<file path="src/rtl/aes_wb_queue_if.sv">
// Wishbone slave-side bus bundle for aes_wb_queue.
interface aes_wb_queue_if #(
  parameter int unsigned DW = 32,
  parameter int unsigned AW = 32
);
  logic [AW-1:0] wb_adr_i;
  logic          wb_cyc_i;
  logic          wb_stb_i;
  logic          wb_we_i;
  logic [3:0]    wb_sel_i;
  logic [DW-1:0] wb_dat_i;
  logic [DW-1:0] wb_dat_o;
  logic          wb_ack_o;
  logic          wb_err_o;

  modport slave (
    input  wb_adr_i, wb_cyc_i, wb_stb_i, wb_we_i, wb_sel_i, wb_dat_i,
    output wb_dat_o, wb_ack_o, wb_err_o
  );

  modport master (
    output wb_adr_i, wb_cyc_i, wb_stb_i, wb_we_i, wb_sel_i, wb_dat_i,
    input  wb_dat_o, wb_ack_o, wb_err_o
  );
endinterface

</file>
<file path="src/rtl/aes_wb_queue.sv">
// Wishbone front-end for an external block-cipher core: plaintext and
// ciphertext queues, a sequencing FSM and status/interrupt reporting.
// Optional watchdog on the core: define AES_WB_TIMEOUT_EN.
module aes_wb_queue #(
  parameter int unsigned DW          = 32,
  parameter int unsigned AW          = 32,
  parameter int unsigned KEY_W       = 192,
  parameter int unsigned DEPTH       = 4,
  parameter int unsigned TIMEOUT_CYC = 1024
) (
  input  logic               wb_clk_i,
  input  logic               wb_rst_i,
  aes_wb_queue_if.slave      wb,
  output logic               int_o,
  output logic               core_start,
  output logic [127:0]       core_state,
  output logic [KEY_W-1:0]   core_key,
  input  logic [127:0]       core_out,
  input  logic               core_valid
);
  localparam int unsigned PW  = $clog2(DEPTH);
  localparam int unsigned CW  = PW + 1;
  localparam int unsigned NKW = KEY_W / 32;

  typedef enum logic [1:0] {StIdle, StIssue, StWait, StWrite} state_t;
  state_t r_state, w_state_nx;

  logic r_ack, r_err, r_int, r_irq_en, r_ovf, r_done, r_tmo, r_discard, r_start;
  logic [DW-1:0]    r_dat, w_rdata;
  logic [127:0]     r_pt, r_core_state, r_result, w_out_head;
  logic [KEY_W-1:0] r_key, r_core_key;
  logic [127:0]     r_inq  [DEPTH];
  logic [127:0]     r_outq [DEPTH];
  logic [PW-1:0]    r_in_wp, r_in_rp, r_out_wp, r_out_rp;
  logic [CW-1:0]    r_in_cnt, r_out_cnt;

  logic [4:0] w_addr;
  logic w_acc, w_wr, w_rd, w_ctrl_wr, w_go, w_flush, w_stat_wr, w_in_full;
  logic w_in_push, w_in_pop, w_out_push, w_out_pop, w_ovf_set, w_tmo_hit, w_unused;

  assign w_addr     = wb.wb_adr_i[4:0];
  assign w_acc      = wb.wb_cyc_i & wb.wb_stb_i & ~(r_ack | r_err);
  assign w_wr       = w_acc & wb.wb_we_i;
  assign w_rd       = w_acc & ~wb.wb_we_i;
  assign w_ctrl_wr  = w_wr & (w_addr == 5'd0);
  assign w_go       = w_ctrl_wr & wb.wb_dat_i[0];
  assign w_flush    = w_ctrl_wr & wb.wb_dat_i[1];
  assign w_stat_wr  = w_wr & (w_addr == 5'd1);
  assign w_in_full  = (r_in_cnt == CW'(DEPTH));
  assign w_in_pop   = (r_state == StIssue);
  // FLUSH wins over a GO in the same write; a slot freed by ISSUE is reusable.
  assign w_in_push  = w_go & ~w_flush & (~w_in_full | w_in_pop);
  assign w_ovf_set  = w_go & ~w_flush & w_in_full & ~w_in_pop;
  assign w_out_push = (r_state == StWrite) & ~w_flush;
  assign w_out_pop  = w_rd & (w_addr == 5'd17) & (r_out_cnt != '0);
  assign w_out_head = r_outq[r_out_rp];

`ifdef AES_WB_TIMEOUT_EN
  logic [31:0] r_tmo_cnt;
  assign w_tmo_hit = (r_state == StWait) & ~core_valid & (r_tmo_cnt == TIMEOUT_CYC - 1);
  assign w_unused  = ^{wb.wb_sel_i, wb.wb_adr_i[AW-1:5]};

  // Watchdog counts cycles spent waiting on the core.
  always_ff @(posedge wb_clk_i or posedge wb_rst_i) begin
    if (wb_rst_i)                r_tmo_cnt <= '0;
    else if (r_state != StWait)  r_tmo_cnt <= '0;
    else                         r_tmo_cnt <= r_tmo_cnt + 32'd1;
  end
`else
  assign w_tmo_hit = 1'b0;
  assign w_unused  = ^{wb.wb_sel_i, wb.wb_adr_i[AW-1:5], 1'(TIMEOUT_CYC & 1)};
`endif

  // Next-state logic for the block sequencer.
  always_comb begin
    w_state_nx = r_state;
    unique case (r_state)
      StIdle:  if (r_in_cnt != '0 && !w_flush && r_out_cnt < CW'(DEPTH)) w_state_nx = StIssue;
      StIssue: w_state_nx = StWait;
      StWait: begin
        if (core_valid)     w_state_nx = (r_discard | w_flush) ? StIdle : StWrite;
        else if (w_tmo_hit) w_state_nx = StIdle;
      end
      StWrite: w_state_nx = StIdle;
      default: w_state_nx = StIdle;
    endcase
  end

  // FSM state, core handshake registers and discard tracking.
  always_ff @(posedge wb_clk_i or posedge wb_rst_i) begin
    if (wb_rst_i) begin
      r_state      <= StIdle;
      r_start      <= 1'b0;
      r_core_state <= '0;
      r_core_key   <= '0;
      r_result     <= '0;
      r_discard    <= 1'b0;
    end else begin
      r_state <= w_state_nx;
      r_start <= (r_state == StIssue);
      if (r_state == StIssue) begin
        r_core_state <= r_inq[r_in_rp];
        r_core_key   <= r_key;
      end
      if (r_state == StWait && core_valid) r_result <= core_out;
      // Any core_valid consumes a pending discard, including a late one.
      if (core_valid) r_discard <= 1'b0;
      else if ((w_flush && (r_state == StIssue || r_state == StWait)) || w_tmo_hit)
        r_discard <= 1'b1;
    end
  end

  // Plaintext input queue.
  always_ff @(posedge wb_clk_i or posedge wb_rst_i) begin
    if (wb_rst_i) begin
      for (int i = 0; i < int'(DEPTH); i++) r_inq[i] <= '0;
      r_in_wp  <= '0;
      r_in_rp  <= '0;
      r_in_cnt <= '0;
    end else if (w_flush) begin
      r_in_wp  <= '0;
      r_in_rp  <= '0;
      r_in_cnt <= '0;
    end else begin
      if (w_in_push) begin
        r_inq[r_in_wp] <= r_pt;
        r_in_wp        <= r_in_wp + PW'(1);
      end
      if (w_in_pop) r_in_rp <= r_in_rp + PW'(1);
      r_in_cnt <= r_in_cnt + CW'(w_in_push) - CW'(w_in_pop);
    end
  end

  // Ciphertext output queue; bus pop and FSM push may coincide.
  always_ff @(posedge wb_clk_i or posedge wb_rst_i) begin
    if (wb_rst_i) begin
      for (int i = 0; i < int'(DEPTH); i++) r_outq[i] <= '0;
      r_out_wp  <= '0;
      r_out_rp  <= '0;
      r_out_cnt <= '0;
    end else if (w_flush) begin
      r_out_wp  <= '0;
      r_out_rp  <= '0;
      r_out_cnt <= '0;
    end else begin
      if (w_out_push) begin
        r_outq[r_out_wp] <= r_result;
        r_out_wp         <= r_out_wp + PW'(1);
      end
      if (w_out_pop) r_out_rp <= r_out_rp + PW'(1);
      r_out_cnt <= r_out_cnt + CW'(w_out_push) - CW'(w_out_pop);
    end
  end

  // Software-visible registers and sticky status (set beats W1C).
  always_ff @(posedge wb_clk_i or posedge wb_rst_i) begin
    if (wb_rst_i) begin
      r_irq_en <= 1'b0;
      r_pt     <= '0;
      r_key    <= '0;
      r_ovf    <= 1'b0;
      r_done   <= 1'b0;
      r_tmo    <= 1'b0;
      r_int    <= 1'b0;
    end else begin
      if (w_ctrl_wr) r_irq_en <= wb.wb_dat_i[2];
      for (int k = 0; k < 4; k++)
        if (w_wr && w_addr == 5'(2 + k)) r_pt[127 - 32*k -: 32] <= wb.wb_dat_i[31:0];
      for (int k = 0; k < int'(NKW); k++)
        if (w_wr && w_addr == 5'(6 + k)) r_key[KEY_W - 1 - 32*k -: 32] <= wb.wb_dat_i[31:0];
      if (w_stat_wr && wb.wb_dat_i[3]) r_ovf  <= 1'b0;
      if (w_stat_wr && wb.wb_dat_i[4]) r_done <= 1'b0;
      if (w_stat_wr && wb.wb_dat_i[5]) r_tmo  <= 1'b0;
      if (w_ovf_set)             r_ovf  <= 1'b1;
      if (r_state == StWrite)    r_done <= 1'b1;
      if (w_tmo_hit)             r_tmo  <= 1'b1;
      r_int <= r_irq_en & (r_done | r_ovf | r_tmo);
    end
  end

  // Read-data decode.
  always_comb begin
    w_rdata = '0;
    if (w_addr == 5'd0) begin
      w_rdata[2] = r_irq_en;
    end else if (w_addr == 5'd1) begin
      w_rdata[0]     = (r_state != StIdle);
      w_rdata[1]     = w_in_full;
      w_rdata[2]     = (r_out_cnt != '0);
      w_rdata[3]     = r_ovf;
      w_rdata[4]     = r_done;
      w_rdata[5]     = r_tmo;
      w_rdata[12:8]  = 5'(r_in_cnt);
      w_rdata[20:16] = 5'(r_out_cnt);
    end
    for (int k = 0; k < 4; k++)
      if (w_addr == 5'(2 + k)) w_rdata[31:0] = r_pt[127 - 32*k -: 32];
    for (int k = 0; k < int'(NKW); k++)
      if (w_addr == 5'(6 + k)) w_rdata[31:0] = r_key[KEY_W - 1 - 32*k -: 32];
    for (int k = 0; k < 4; k++)
      if (w_addr == 5'(14 + k) && r_out_cnt != '0) w_rdata[31:0] = w_out_head[127 - 32*k -: 32];
  end

  // Bus response: ack for the register window, err above it.
  always_ff @(posedge wb_clk_i or posedge wb_rst_i) begin
    if (wb_rst_i) begin
      r_ack <= 1'b0;
      r_err <= 1'b0;
      r_dat <= '0;
    end else begin
      r_ack <= w_acc & (w_addr < 5'd18);
      r_err <= w_acc & (w_addr >= 5'd18);
      r_dat <= (w_rd && w_addr < 5'd18) ? w_rdata : '0;
    end
  end

  assign wb.wb_ack_o = r_ack;
  assign wb.wb_err_o = r_err;
  assign wb.wb_dat_o = r_dat;
  assign int_o       = r_int;
  assign core_start  = r_start;
  assign core_state  = r_core_state;
  assign core_key    = r_core_key;
endmodule

</file>
<file path="src/flat_wrapper.sv">
// flat-port wrapper written by rule: the top's interface ports become plain ports
module aes_wb_queue_flat 
#(
  parameter int unsigned DW          = 32,
  parameter int unsigned AW          = 32,
  parameter int unsigned KEY_W       = 192,
  parameter int unsigned DEPTH       = 4,
  parameter int unsigned TIMEOUT_CYC = 1024
)
  (wb_clk_i, wb_rst_i, int_o, core_start, core_state, core_key, core_out, core_valid, wb_wb_adr_i, wb_wb_cyc_i, wb_wb_stb_i, wb_wb_we_i, wb_wb_sel_i, wb_wb_dat_i, wb_wb_dat_o, wb_wb_ack_o, wb_wb_err_o);
  aes_wb_queue_if #(.DW(DW), .AW(AW)) wb_i ();
  input  logic wb_clk_i;
  input  logic wb_rst_i;
  output logic int_o;
  output logic core_start;
  output logic [127:0] core_state;
  output logic [KEY_W-1:0] core_key;
  input  logic [127:0] core_out;
  input  logic core_valid;
  input wire logic [$bits(wb_i.wb_adr_i)-1:0] wb_wb_adr_i;
  input wire logic [$bits(wb_i.wb_cyc_i)-1:0] wb_wb_cyc_i;
  input wire logic [$bits(wb_i.wb_stb_i)-1:0] wb_wb_stb_i;
  input wire logic [$bits(wb_i.wb_we_i)-1:0] wb_wb_we_i;
  input wire logic [$bits(wb_i.wb_sel_i)-1:0] wb_wb_sel_i;
  input wire logic [$bits(wb_i.wb_dat_i)-1:0] wb_wb_dat_i;
  output wire logic [$bits(wb_i.wb_dat_o)-1:0] wb_wb_dat_o;
  output wire logic [$bits(wb_i.wb_ack_o)-1:0] wb_wb_ack_o;
  output wire logic [$bits(wb_i.wb_err_o)-1:0] wb_wb_err_o;
  assign wb_i.wb_adr_i = wb_wb_adr_i;
  assign wb_i.wb_cyc_i = wb_wb_cyc_i;
  assign wb_i.wb_stb_i = wb_wb_stb_i;
  assign wb_i.wb_we_i = wb_wb_we_i;
  assign wb_i.wb_sel_i = wb_wb_sel_i;
  assign wb_i.wb_dat_i = wb_wb_dat_i;
  assign wb_wb_dat_o = wb_i.wb_dat_o;
  assign wb_wb_ack_o = wb_i.wb_ack_o;
  assign wb_wb_err_o = wb_i.wb_err_o;
  aes_wb_queue #(.DW(DW), .AW(AW), .KEY_W(KEY_W), .DEPTH(DEPTH), .TIMEOUT_CYC(TIMEOUT_CYC)) u_core (.wb_clk_i(wb_clk_i), .wb_rst_i(wb_rst_i), .wb(wb_i), .int_o(int_o), .core_start(core_start), .core_state(core_state), .core_key(core_key), .core_out(core_out), .core_valid(core_valid));
endmodule
</file>
<file path="config.mk">
export PLATFORM = sky130hd
export DESIGN_NAME = aes_wb_queue_flat
export DESIGN_NICKNAME = d
export VERILOG_FILES = /design/src/rtl/aes_wb_queue_if.sv /design/src/rtl/aes_wb_queue.sv /design/src/flat_wrapper.sv
export SDC_FILE = /design/constraint.sdc
export NUM_CORES = 2
export LEC_CHECK = 0
export BUFFER_PORTS_ARGS = -buffer_cell sky130_fd_sc_hd__buf_2
export CAP_MARGIN = 20
export CORE_ASPECT_RATIO = 0.9
export CORE_MARGIN = 2
export CORE_UTILIZATION = 45
export CTS_CLUSTER_SIZE = 24
export DETAILED_ROUTE_END_ITERATION = 12
export HOLD_SLACK_MARGIN = 0.1
export PLACE_DENSITY_LB_ADDON = 0.05
export REMOVE_ABC_BUFFERS = 1
export SYNTH_ARGS = -nofsm -noshare
export SYNTH_HDL_FRONTEND = slang
export SYNTH_SLANG_ARGS = --single-unit
</file>
<file path="constraint.sdc">
create_clock -name wb_clk_i -period 84.3 [get_ports wb_clk_i]
set_input_delay 25.29 -clock wb_clk_i [delete_from_list [all_inputs] [get_ports wb_clk_i]]
set_output_delay 25.29 -clock wb_clk_i [all_outputs]
set_load 0.02 [all_outputs]
</file>
---- Yosys cells after proc, flatten, opt, wreduce, memory -nomap -nowiden ----
Cells that the tools add are included.
word-level totals
  bits in registers ....................... 1,848
  input bits .............................. 202
  logic and storage cells ................. 201
operators by class
  add/sub/neg operators ................... 8
  order comparisons ....................... 9
  eq/ne operators ......................... 21
  mux-type cells .......................... 55
  bitwise logic cells ..................... 31
  reductions and logical operators ........ 40
operators with widths
  operator                                                                      number
  512-bit bitwise mux                                                           2
  128-bit two-way mux                                                           6
  128-bit binary-select mux with 2-bit select                                   2
  128-bit demux with 2-bit select                                               2
  32-bit two-way mux                                                            15
  5-bit by 4-bit == test with 1-bit output, second input constant               6
  2-bit two-way mux                                                             13
  1-bit logical AND                                                             23
  5-bit by 3-bit == test with 1-bit output, second input constant               4
  1-bit AND                                                                     18
  2-bit nonzero test                                                            8
  3-bit two-way mux                                                             5
  3-bit >= comparator, second input constant                                    4
  2-bit NOT with 3-bit output                                                   4
  5-bit by 2-bit == test with 1-bit output, second input constant               2
  5-bit == test, second input constant                                          2
  5-bit two-way mux                                                             2
  2-bit by 1-bit adder with 2-bit output, second input constant                 4
  2-bit one-hot mux with 4 select lines                                         1
  1-bit two-way mux                                                             7
  3-bit by 1-bit adder with 3-bit output                                        2
  3-bit by 1-bit less-than comparator with 1-bit output, second input constant  2
  2-bit AND reduction                                                           3
  3-bit nonzero test                                                            2
  other kinds (16)                                                              25

---- Depth between registers and ports, before layout ----
  depth in word-level cells ............... 18
  depth in mapped cells ................... 11
  gate-level depth less buffers ........... 9

---- Worst setup path before layout ----
No wires, ideal clock.
  kind .................................... input port to flip-flop
  from .................................... in wb_wb_adr_i[1]
  to ...................................... reg u_core.r_out_cnt[1]
  setup time .............................. 0.119 ns
  arrival ................................. 27.524 ns
  required time ........................... 84.181 ns
  setup slack ............................. 56.657 ns
  stages on the path ...................... 9
  cell sequence ........................... buf_2 nor4b_2 nand3_1 nor3_1 ha_1 inv_1 ha_1 fa_1 and2_1
between the ends
  cells in the longest elaborated chain, start to end .. 8
  elaborated cells on any way between the ends .. 11
ends and longest elaborated chain
  item                                         RTL line             RTL
  start: declaration                           flat_wrapper.sv:20   input wire logic [$bits(wb_i.wb_adr_i)-1:0] wb_wb_adr_i;
  5-bit logical NOT                            aes_wb_queue.sv:45   assign w_ctrl_wr = w_wr & (w_addr == 5'd0);
  1-bit AND                                    aes_wb_queue.sv:45
  1-bit AND                                    aes_wb_queue.sv:47   assign w_flush = w_ctrl_wr & wb.wb_dat_i[1];
  1-bit NOT                                    aes_wb_queue.sv:54   assign w_out_push = (r_state == StWrite) & ~w_flush;
  1-bit AND                                    aes_wb_queue.sv:54
  3-bit by 1-bit adder with 3-bit output       aes_wb_queue.sv:151  r_out_cnt <= r_out_cnt + CW'(w_out_push) - CW'(w_out_pop);
  3-bit by 1-bit subtractor with 3-bit output  aes_wb_queue.sv:151
  3-bit two-way mux *                          aes_wb_queue.sv:141  end else if (w_flush) begin
  end signal: assignment                       aes_wb_queue.sv:151
  end: declaration                             aes_wb_queue.sv:35   logic [CW-1:0] r_in_cnt, r_out_cnt;
Every way passes the cells marked *; elsewhere a longest branch is shown, timed or not.
A chain may end at the register's enable or synchronous reset.

---- Final worst setup path ----
  from .................................... in wb_wb_cyc_i
  to ...................................... reg u_core.r_outq[29] in the netlist's numbering
between the ends
  cells in the longest elaborated chain, start to end .. 8
ends and longest elaborated chain
  item                             RTL line             RTL
  start: declaration               flat_wrapper.sv:21   input wire logic [$bits(wb_i.wb_cyc_i)-1:0] wb_wb_cyc_i;
  1-bit AND * (2 in series)        aes_wb_queue.sv:42   assign w_acc = wb.wb_cyc_i & wb.wb_stb_i & ~(r_ack | r_err);
  1-bit AND *                      aes_wb_queue.sv:43   assign w_wr = w_acc & wb.wb_we_i;
  1-bit AND *                      aes_wb_queue.sv:45
  1-bit AND *                      aes_wb_queue.sv:47
  1-bit NOT *                      aes_wb_queue.sv:54
  1-bit AND                        aes_wb_queue.sv:54
  2-bit AND reduction (no line) *  -
  end signal: indexed assignment   aes_wb_queue.sv:147  r_outq[r_out_wp] <= r_result;
  end: declaration                 aes_wb_queue.sv:33   logic [127:0] r_outq [DEPTH];
Marks and branches as above.

==> key figures <==
Synthesis
  – Sequential area share after synthesis: 59.0%
  – EDFF count, synth: 0
  – Ys async rst share: 100%
  – Unique cell type count in the Yosys netlist: 80
  – Main synth FF type: dfrtp_1
  – Yosys Warn Count: 0
  – Cell Area, Synth: 78400 µm²
  – Synthesized area per cell: 15.6 µm²
  – Post-Synthesis Cells: 5017
  – #FFs+latches synth: 1848

Power
  – Switching power of the nets: 0.795 mW
  – Sequential share of power: 45.2%
  – Net Sw Frac: 29.1%
  – Power Total: 2.73 mW
  – Clock network power share: 32.0%
  – Peak supply drop: 0.0000224 V
  – Leak: 43.7 nW
  – Pint: 1.94 mW
  – Part of the power in combinational logic: 22.8%
  – Power Dens Cells: 30.4 nW/µm²

Finish
  – Multi-input gate area in the final layout: 30700 µm²
  – Fin nets: 5683
  – Fillcell total: 14700
  – Reg area: 46300 µm²
  – Share of layout cells above drive strength 1: 44.8%
  – Layout area overhead: 14.6%

Placed design
  – Port buffer count: 526
  – Post-Place Setup Slack: 54.41 ns
  – Half-perimeter wire length after placement: 145 mm
  – GP Congestion: 0.827

STA
  – Final setup margin: 55.20 ns
  – Setup violators final: 0
  – Max frequency: 34.4 MHz
  – Setup TNS: 0 ns
  – Final Max Slew Viols: 0
  – Actual slew at the worst max-slew pin: 1.25 ns
  – RSZ-0062 raised after global routing: false
  – Worst rel slew slack: 15.8%
  – Final period util: 34.5%
  – Hold Slack: 0.485 ns
  – Clk_skew: 0.0293 ns
  – Hold Vio Cnt, Final: 0
  – Final Critical Period: 29.10 ns

Hold path
  – Class of the worst hold path: reg -> reg
  – HP Start: u_core.r_inq[455]

Setup path
  – FF-to-FF setup slack: 79.29 ns
  – Crit end category: flip-flop
  – Crit path max fanout: 56
  – Critical path startpoint: wb_wb_cyc_i
  – Worst EP required: 84.98 ns
  – Crit start category: primary input
  – Worst Path Arrival: 29.77 ns
  – CP Class: in -> reg
  – Worst r2r src: u_core.wb.wb_ack_o

Floorplan
  – Core ar.: 173000 µm²
  – Row count: 145
  – Die Y: 400 µm
  – Initial Util: 45.2%
  – DIE AREA: 178000 µm²
  – Die W: 444 µm
  – Io pins: 558

Clock tree
  – Postcts setup bufs: 0
  – CTS tree: yes
  – Gates resized, CTS repair: 0
  – Clock transition at path regs: 0.05 ns
  – Root buffer cell: clkbuf_16
  – H-tree Lvls: 4
  – Num CTS Buffers: 196
  – Bufs on Longest Clock Path: 3
  – Hold buffers post-CTS: 0
  – Later-pin clock latency in the skew report: 0.82 ns
  – Clk sinks: 1848

Detailed routing
  – Vias/cell: 5.79
  – Via count: 45700
  – Drt drc: 0
  – Detailed Route Iter0 Violations: 2761
  – Final ANT Viol Nets: 0
  – Drt first pass iters: 5
  – WL/cell: 28.9 µm
  – Routed WL: 228 mm

Global route
  – Antenna violations before repair: 14
  – Largest net degree at the start of global routing: 162
  – First-pass GRT wire length: 335 mm
  – Vias in the first global route: 47100
  – Remaining Overflow, GRT: 0
  – Gr usage total: 25.7%

Run status
  – Status: complete, no violations

Job
  – Max Cap Viol: 0
[cells by family (layout without fill, tap and decap cells)]
| family | count (synthesis) | in the layout | synth area share [%] |
|---|---|---|---|
| other | 0 | 1 | 0 |
| flip-flops | 1848 | 1848 | 59.0 |
| AND/OR/NAND/NOR | 271 | 271 | 1.71 |
| XOR/XNOR | 10 | 10 | 0.112 |
| multiplexers | 2068 | 2068 | 33.3 |
| AO/OA/AOI/OAI | 408 | 408 | 3.43 |
| buffers and inverters | 394 | 994 | 2.14 |
| adder cells (fa/ha/maj) | 18 | 18 | 0.306 |
[metal layers]
metal  up-vias  GRT usage [%]  part of all wire, %
li1      19600              -                    -
met1     24900           36.1                   45
met2       905           40.9                   47
met3       327           3.51                  3.4
met4         2           9.61                  3.9
met5         -              0               0.0057
[stage by stage]
| stage | util (%) | cells | cell area (µm²) |
|---|---|---|---|
| 2_1_floorplan | - | 4649 | 76800 |
| 3_3_place_gp | 48.0 | 7540 | 83300 |
| 3_5_place_dp | 48.0 | 7541 | 83300 |
| 4_1_cts | 51.8 | 7893 | 89800 |
| 5_1_grt | 51.8 | 7896 | 89900 |
| 6_report | 51.8 | 7896 | 89900 |
[final cells by class]
type,count,area share [%]
clock inverters,47,0.604
well taps,2278,3.17
clock buffers,305,6.67
repair buffers,616,3.81
inverters,26,0.120
diodes,1,0.00278
flip-flops and latches,1848,51.5
multi-input cells,2775,34.2
[state kept, by name (all words and copies together) (netlist names), 2 cells and up]
register	flops
u_core.r_state	2
u_core.wb.wb_dat_o	32
u_core.core_key	192
u_core.core_state	128
u_core.r_result	128
u_core.r_inq	512
u_core.r_out_cnt	3
u_core.r_outq	512
u_core.r_key	192
u_core.r_pt	128
u_core.r_out_rp	2
u_core.r_out_wp	2
u_core.r_in_wp	2
u_core.r_in_cnt	3
u_core.r_in_rp	2
[critical path, cell delays in order]
cell	delay (ns)
buf_2	0.07
nand4bb_1	0.37
nor2_2	0.18
buf_4	0.37
nand4_1	0.29
and2_1	0.46
nand2_4	0.57
buf_4	0.73
buf_4	0.90
mux2_2	0.42
[path summary, 6_finish.rpt]
path | endpoint | cells past startpoint
hold reg to reg | u_core.r_inq[455] | 1
hold / removal | u_core.r_inq[455] | 1
max in group asynchronous | u_core.core_state[75] | 6
setup / recovery | u_core.r_outq[29] | 10
min in group asynchronous | u_core.r_result[35] | 2
setup reg to reg | u_core.r_outq[29] | 9
[layout by cell type (no fill, tap or decap), types with 22 or more instances in the layout]
master / instances
buf_2: 525
nor3_1: 22
inv_1: 23
a22oi_1: 33
mux2_1: 517
a21oi_1: 100
dfrtp_1: 1844
clkbuf_1: 47
clkbuf_8: 57
nand2_1: 66
mux2_2: 1277
buf_4: 83
o21ai_0: 82
o221ai_1: 25
a221oi_1: 24
clkinv_2: 31
nor2_1: 69
clkbuf_16: 201
o22ai_1: 36
mux4_2: 256
[power groups by stage]
stage	clock network, mW	logic (mW)	registers, mW
floorplan	0	0.462	1.26
global placement	0	0.622	1.24
detailed placement	0	0.634	1.25
CTS	0.896	0.635	1.23
global route	0.932	0.669	1.26
finish	0.874	0.623	1.23
[synth_stat cells (8+ instances only)]
library cell | count | area share, %
nor3_1 | 26 | 0.17
a221oi_1 | 24 | 0.27
mux2_1 | 517 | 7.4
clkbuf_1 | 141 | 0.67
o221ai_1 | 25 | 0.28
mux2_2 | 1277 | 18
dfrtp_1 | 1848 | 59
a31oi_1 | 15 | 0.12
a22oi_1 | 33 | 0.32
o22a_1 | 8 | 0.089
o21ai_0 | 82 | 0.52
ha_1 | 16 | 0.26
a21oi_1 | 100 | 0.64
buf_2 | 156 | 1.0
nand3_1 | 12 | 0.077
mux2i_1 | 18 | 0.23
mux4_2 | 256 | 7.4
a211oi_1 | 11 | 0.11
xnor2_1 | 8 | 0.089
o22ai_1 | 36 | 0.29
o211ai_1 | 17 | 0.16
nand2_1 | 85 | 0.41
inv_1 | 25 | 0.12
nor2_1 | 71 | 0.34
nor2b_1 | 8 | 0.064
buf_1 | 69 | 0.33
Power figures use the tool's default switching activity.
